[src/rtl/fixed_point_pkg.sv]
// fixed_point_pkg: state encoding and shared fixed-point defaults for the decoder layer.
`default_nettype none

package fixed_point_pkg;

  localparam int FRAC_DEFAULT = 16;

  typedef enum logic [1:0] {
    IDLE = 2'd0,
    MAC  = 2'd1,
    BIAS = 2'd2,
    DONE = 2'd3
  } state_t;

endpackage

`default_nettype wire

[src/rtl/fixed_point_add.sv]
// fixed_point_add: signed fixed-point sum, wrapping modulo 2^BITSIZE.
`default_nettype none

module fixed_point_add #(
  parameter int BITSIZE = 32
) (
  input  logic signed [BITSIZE-1:0] a,
  input  logic signed [BITSIZE-1:0] b,
  output logic signed [BITSIZE-1:0] sum
);

  assign sum = a + b;

endmodule

`default_nettype wire

[src/rtl/fixed_point_multiply.sv]
// fixed_point_multiply: signed fixed-point product, truncated toward minus infinity.
`default_nettype none

module fixed_point_multiply
  import fixed_point_pkg::*;
#(
  parameter int BITSIZE = 32,
  parameter int FRAC    = FRAC_DEFAULT
) (
  input  logic signed [BITSIZE-1:0] a,
  input  logic signed [BITSIZE-1:0] b,
  output logic signed [BITSIZE-1:0] p
);

  logic signed [2*BITSIZE-1:0] prod;

  // Arithmetic shift of the full product drops fraction bits toward minus infinity.
  assign prod = (2*BITSIZE)'(a) * (2*BITSIZE)'(b);
  assign p    = BITSIZE'(prod >>> FRAC);

endmodule

`default_nettype wire

[src/rtl/decoder_fixed_point.sv]
// decoder_fixed_point: dense layer out(j) = b(j) + sum_i x(i)*w(j,i), one multiplier and one adder shared over time.
`default_nettype none

module decoder_fixed_point
  import fixed_point_pkg::*;
#(
  parameter int N_input  = 4,
  parameter int M_output = 9,
  parameter int BITSIZE  = 32,
  parameter int FRAC     = FRAC_DEFAULT
) (
  input  logic                                     clk,
  input  logic                                     rst,
  input  logic                                     start,
  input  logic signed [N_input*BITSIZE-1:0]          x,
  input  logic signed [N_input*M_output*BITSIZE-1:0] w,
  input  logic signed [M_output*BITSIZE-1:0]         b,
  output logic signed [M_output*BITSIZE-1:0]         out,
  output logic                                     busy,
  output logic                                     done
);

  localparam int IW = (N_input > 1) ? $clog2(N_input) : 1;
  localparam int JW = $clog2(M_output + 1);
  localparam int KW = $clog2(N_input * M_output + 1);
  localparam logic [IW-1:0] I_LAST = IW'(N_input - 1);
  localparam logic [JW-1:0] J_LAST = JW'(M_output - 1);

  state_t state, state_next;

  logic [IW-1:0] i;
  logic [JW-1:0] j;
  logic [KW-1:0] k;  // flat weight index, equals j*N_input + i during MAC

  logic signed [BITSIZE-1:0] x_in    [N_input];
  logic signed [BITSIZE-1:0] w_in    [N_input*M_output];
  logic signed [BITSIZE-1:0] b_in    [M_output];
  logic signed [BITSIZE-1:0] x_reg   [N_input];
  logic signed [BITSIZE-1:0] b_reg   [M_output];
  logic signed [BITSIZE-1:0] out_reg [M_output];
  logic signed [BITSIZE-1:0] acc, product, addend, sum;

  for (genvar n = 0; n < N_input; n++) begin : g_x
    assign x_in[n] = x[n*BITSIZE +: BITSIZE];
  end

  for (genvar n = 0; n < N_input*M_output; n++) begin : g_w
    assign w_in[n] = w[n*BITSIZE +: BITSIZE];
  end

  for (genvar n = 0; n < M_output; n++) begin : g_bo
    assign b_in[n]                 = b[n*BITSIZE +: BITSIZE];
    assign out[n*BITSIZE +: BITSIZE] = out_reg[n];
  end

  fixed_point_multiply #(.BITSIZE(BITSIZE), .FRAC(FRAC)) u_mul (
    .a(x_reg[i]),
    .b(w_in[k]),
    .p(product)
  );

  assign addend = (state == BIAS) ? b_reg[j] : product;

  fixed_point_add #(.BITSIZE(BITSIZE)) u_add (
    .a  (acc),
    .b  (addend),
    .sum(sum)
  );

  assign busy = (state != IDLE);
  assign done = (state == DONE);

  always_ff @(posedge clk or posedge rst) begin
    if (rst) state <= IDLE;
    else     state <= state_next;
  end

  always_comb begin
    state_next = state;
    case (state)
      IDLE:    if (start) state_next = MAC;
      MAC:     if (i == I_LAST) state_next = BIAS;
      BIAS:    state_next = (j == J_LAST) ? DONE : MAC;
      DONE:    state_next = IDLE;
      default: state_next = IDLE;
    endcase
  end

  always_ff @(posedge clk or posedge rst) begin
    if (rst) begin
      acc <= '0;
      i   <= '0;
      j   <= '0;
      k   <= '0;
      for (int n = 0; n < N_input; n++)  x_reg[n] <= '0;
      for (int n = 0; n < M_output; n++) begin
        b_reg[n]   <= '0;
        out_reg[n] <= '0;
      end
    end else begin
      case (state)
        IDLE: if (start) begin
          acc <= '0;
          i   <= '0;
          j   <= '0;
          k   <= '0;
          for (int n = 0; n < N_input; n++)  x_reg[n] <= x_in[n];
          for (int n = 0; n < M_output; n++) b_reg[n] <= b_in[n];
        end
        MAC: begin
          acc <= sum;
          i   <= i + IW'(1);
          k   <= k + KW'(1);
        end
        BIAS: begin
          out_reg[j] <= sum;
          acc        <= '0;
          i          <= '0;
          j          <= j + JW'(1);
        end
        default: ;
      endcase
    end
  end

endmodule

`default_nettype wire

[config.mk]
export PLATFORM = sky130hd
export DESIGN_NAME = decoder_fixed_point
export DESIGN_NICKNAME = d
export VERILOG_FILES = /design/src/rtl/fixed_point_pkg.sv /design/src/rtl/fixed_point_add.sv /design/src/rtl/fixed_point_multiply.sv /design/src/rtl/decoder_fixed_point.sv
export SDC_FILE = /design/constraint.sdc
export NUM_CORES = 2
export LEC_CHECK = 0
export CAP_MARGIN = 10
export CELL_PAD_IN_SITES_DETAIL_PLACEMENT = 2
export CELL_PAD_IN_SITES_GLOBAL_PLACEMENT = 2
export CORE_AREA = 3 3 724 726
export CTS_CLUSTER_SIZE = 24
export DETAILED_ROUTE_END_ITERATION = 10
export DIE_AREA = 0 0 727 729
export GPL_ROUTABILITY_DRIVEN = 0
export GPL_TIMING_DRIVEN = 0
export MAX_ROUTING_LAYER = met4
export PLACE_DENSITY_LB_ADDON = 0.2
export REMOVE_ABC_BUFFERS = 1
export SETUP_SLACK_MARGIN = 0.5
export SYNTH_ARGS = -nofsm -noshare
export SYNTH_HDL_FRONTEND = slang
export SYNTH_SLANG_ARGS = --single-unit
export TNS_END_PERCENT = 1
[constraint.sdc]
create_clock -name clk -period 33.9 [get_ports clk]
set_input_delay 10.17 -clock clk [delete_from_list [all_inputs] [get_ports clk]]
set_output_delay 10.17 -clock clk [all_outputs]
set_load 0.01 [all_outputs]
==> out/metrics.yaml <==
floorplan:
  die_h_microns: 729
  initial_core_util_pct: 13.6
  core_region_area_sq_um: 517000
  die_area_sq_um: 530000
  die_w_microns: 727
  ios: 1861
  rows: 264
logic_synthesis:
  synth_top_area_cell: "sky130_fd_sc_hd__dfrtp_1"
  yosys_warnings: 0
  ys_seq_area_share_pct: 26.7
  post_synth_inst_count: 7241
  synth_async_sr_flop_share_pct: 100
  synth-main-ff-cell: "sky130_fd_sc_hd__dfrtp_1"
  flip_flop_and_latch_count_after_synthesis: 750
  synth_area_leaders: "sky130_fd_sc_hd__dfrtp_1 (27%), sky130_fd_sc_hd__fa_1 (24%), sky130_fd_sc_hd__mux4_2 (9.8%)"
  synth_top_cell_area_share_pct: 26.7
  mappedNetlistArea_sq_um: 70200
  synth-edff-count: 0
  number_of_unique_standard_cell_types_used_by_synthesis: 76
  synth_area_per_inst_sq_um: 9.69
clock_tree:
  clock_sinks: 750
  ctsHtreeMaxLevel: 3
  cts_tree: "done"
  cts.clk_slew.worst_paths_ns: 0.06
  number_of_buffers_added_by_the_clock_tree_synthesis_step: 102
  post_cts_hold_buffer_count: 0
  post-cts-setup-buffers: 0
  clk_latency_ns: 0.85
  max-clock-path-buffers: 4
  post_cts_resize_count: 0
  cts-root-buf: "sky130_fd_sc_hd__clkbuf_16"
worst_setup_path:
  worst-r2r-setup-slack_ns: 18.08
  timing.critical_path.required_ns: 34.63
  worstSetupStartpointType: "input pin"
  crit_arrival_ns: 24.25
  most_numerous_cell_on_the_critical_path: "sky130_fd_sc_hd__fa_1"
  path_buf_inv: 4
  rr_startpoint: "k[0]"
  cp-end-kind: "register"
  cp_max_fo: 30
  worstRegToRegCells: 41
  critical_path_class: "in -> reg"
  critical-path-max-stage-delay_ns: 0.97
  worst_setup_path_startpoint: "w[1007]"
  critical-path-slowest-cell: "sky130_fd_sc_hd__o221ai_1"
  r2r-end: "out[255]"
  critical-path-top-delay-family: "compound AO/OA/AOI/OAI gates"
detailed_routing:
  drt_initial_violations: 2513
  drt_first_pass_iters: 5
  final_antenna_net_count: 0
  wl_mm: 485
  drc: 0
  routed-via-count: 61665
  detail_route.vias_per_cell: 3.83
  routedWlPerCell_microns: 30.1
flow_run:
  drv.max_cap_violation_count: 0
cells_and_area:
  fillerInstances: 58487
  ratio_of_cells_with_drive_above_1_in_the_final_layout_pct: 10.1
  num-nets-final: 11523
  finish.instance_area_sq_um: 103000
  seq_area_sq_um: 18800
  synthToLayoutAreaGrowth_pct: 47.1
  multi_input_area_sq_um: 46800
sta:
  timing.max_slew.rel_slack_pct: 15.5
  max_slew_violations: 0
  setup_violations: 0
  min_period_ns: 23.52
  clock_skew_ns: 0.124
  layout_setup_ws_ns: 10.38
  timing_worst_slew_pin_value_ns: 1.26
  grt_setup_unrepaired: "false"
  timing.fmax_mhz: 42.5
  period_share_pct: 69.4
  hold_viol_final: 0
grt:
  grt.overflow.total: 0
  antenna_found_initial: 271
  globalRouteTotalUtil_pct: 18.4
  first_pass_grt_wire_length_mm: 651
  grt_max_degree: 102
  first_global_vias: 70676
placed_design:
  post-place-ws_ns: 9.05
  placedInstanceArea_sq_um: 99400
  detailed_place_hpwl_mm: 417
  io_buffers: 1860
min_path:
  min-delay-path-class: "reg -> reg"
  hold_path_depth: 2
  worstHoldStart: "b_reg[113]"
  holdPathEnd: "b_reg[113]"
power:
  irDropWorstVdd_uv: 37.1
  leakagePower_nw: 44.1
  power_density_over_the_cells_nw_per_um2: 26.7
status:
  result_of_the_run: "complete, no violations"
## power breakdown
group          internal (mW)  switching (mW)
logic                  0.376           0.251
clock network          0.641           0.462
registers              0.982          0.0492
## worst max-delay path by stage
stage	cells after the start	end	slack, ns
2_1_floorplan	1	acc[0]	2.68
3_5_place_dp	40	out[255]	9.05
6_report	41	out[255]	10.38
3_3_place_gp	2	x_reg[110]	-10.60
5_1_grt	40	out[63]	9.43
4_1_cts	40	out[255]	9.94
## worst reg2reg max path: cells and delay by family, from the launching register on
family | cells | cell delay, ns
flip-flops | 1 | 0.97
buffers and inverters | 6 | 1.67
AO/OA/AOI/OAI | 17 | 4.44
multiplexers | 2 | 1.65
AND/OR/NAND/NOR | 3 | 0.41
XOR/XNOR | 3 | 1.76
adder cells (fa/ha/maj) | 10 | 4.79
## stage by stage
step	power [mW]	setup TNS, ns	utilization [%]	std cells	hold slack, ns
after floorplan	1.19	0	-	6786	0.440
after global placement	1.68	-9424.66	18.4	15562	0.454
after detailed placement	1.69	0	19.2	15719	0.462
after CTS	2.84	0	19.9	15901	0.477
after global routing	2.89	0	19.9	16064	0.485
final	2.76	0	20.0	16109	0.470
## cells by family after synthesis
kind of cell	count (synthesis)	synth area share [%]
fa+ha+maj	1043	27.6
compound gates	752	6.74
simple gates	2642	15.2
mux	619	14.7
xor+xnor	104	1.32
buf+inv	1331	7.69
flops	750	26.7
## cells in the final DEF, fill, tap and decap left out, types with 24 or more instances in the layout
master,instances
sky130_fd_sc_hd__mux2_2,140
sky130_fd_sc_hd__o21ai_0,254
sky130_fd_sc_hd__a21oi_1,119
sky130_fd_sc_hd__inv_1,870
sky130_fd_sc_hd__xnor2_1,61
sky130_fd_sc_hd__diode_2,206
sky130_fd_sc_hd__buf_8,42
sky130_fd_sc_hd__buf_12,42
sky130_fd_sc_hd__o21a_1,28
sky130_fd_sc_hd__and2_1,38
sky130_fd_sc_hd__clkbuf_16,104
sky130_fd_sc_hd__xor2_1,26
sky130_fd_sc_hd__o221ai_1,56
sky130_fd_sc_hd__clkdlybuf4s50_1,1860
sky130_fd_sc_hd__mux4_2,304
sky130_fd_sc_hd__nand2b_1,154
sky130_fd_sc_hd__o22ai_1,29
sky130_fd_sc_hd__mux2i_1,161
sky130_fd_sc_hd__nor2_1,539
sky130_fd_sc_hd__dfrtp_1,739
sky130_fd_sc_hd__a22oi_1,31
sky130_fd_sc_hd__buf_16,57
sky130_fd_sc_hd__nand2_1,1778
sky130_fd_sc_hd__clkbuf_1,24
sky130_fd_sc_hd__ha_1,204
sky130_fd_sc_hd__a21o_1,43
sky130_fd_sc_hd__fa_1,839
## per-layer routing
metal  track usage [%]  wire, microns  vias up
met3              3.40          21500      540
met5                 -              0        -
met2              34.3         260000     1668
met4              5.31          18600        0
li1                  -              -    26789
met1              19.9         185000    32668
## layout make-up
type / instances / area share (%)
diodes: 206 / 0.499
flip-flops and latches: 750 / 18.2
well taps: 6916 / 8.38
clock inverters: 32 / 0.312
multi-input cells: 5160 / 45.3
repair buffers: 2019 / 21.2
inverters: 876 / 3.20
clock buffers: 150 / 2.90
## cell usage after synthesis (40+ instances only)
| cell | instances |
|---|---|
| sky130_fd_sc_hd__dfrtp_1 | 750 |
| sky130_fd_sc_hd__mux2_2 | 140 |
| sky130_fd_sc_hd__mux4_2 | 304 |
| sky130_fd_sc_hd__xnor2_1 | 72 |
| sky130_fd_sc_hd__inv_1 | 872 |
| sky130_fd_sc_hd__nand2_1 | 1788 |
| sky130_fd_sc_hd__and2_1 | 41 |
| sky130_fd_sc_hd__a22oi_1 | 40 |
| sky130_fd_sc_hd__mux2i_1 | 163 |
| sky130_fd_sc_hd__o221ai_1 | 59 |
| sky130_fd_sc_hd__nand2b_1 | 157 |
| sky130_fd_sc_hd__clkbuf_1 | 342 |
| sky130_fd_sc_hd__ha_1 | 204 |
| sky130_fd_sc_hd__o21ai_0 | 269 |
| sky130_fd_sc_hd__a21o_1 | 43 |
| sky130_fd_sc_hd__a21oi_1 | 128 |
| sky130_fd_sc_hd__nor2_1 | 541 |
| sky130_fd_sc_hd__fa_1 | 839 |
No activity file was read; power rests on OpenSTA's default activity.
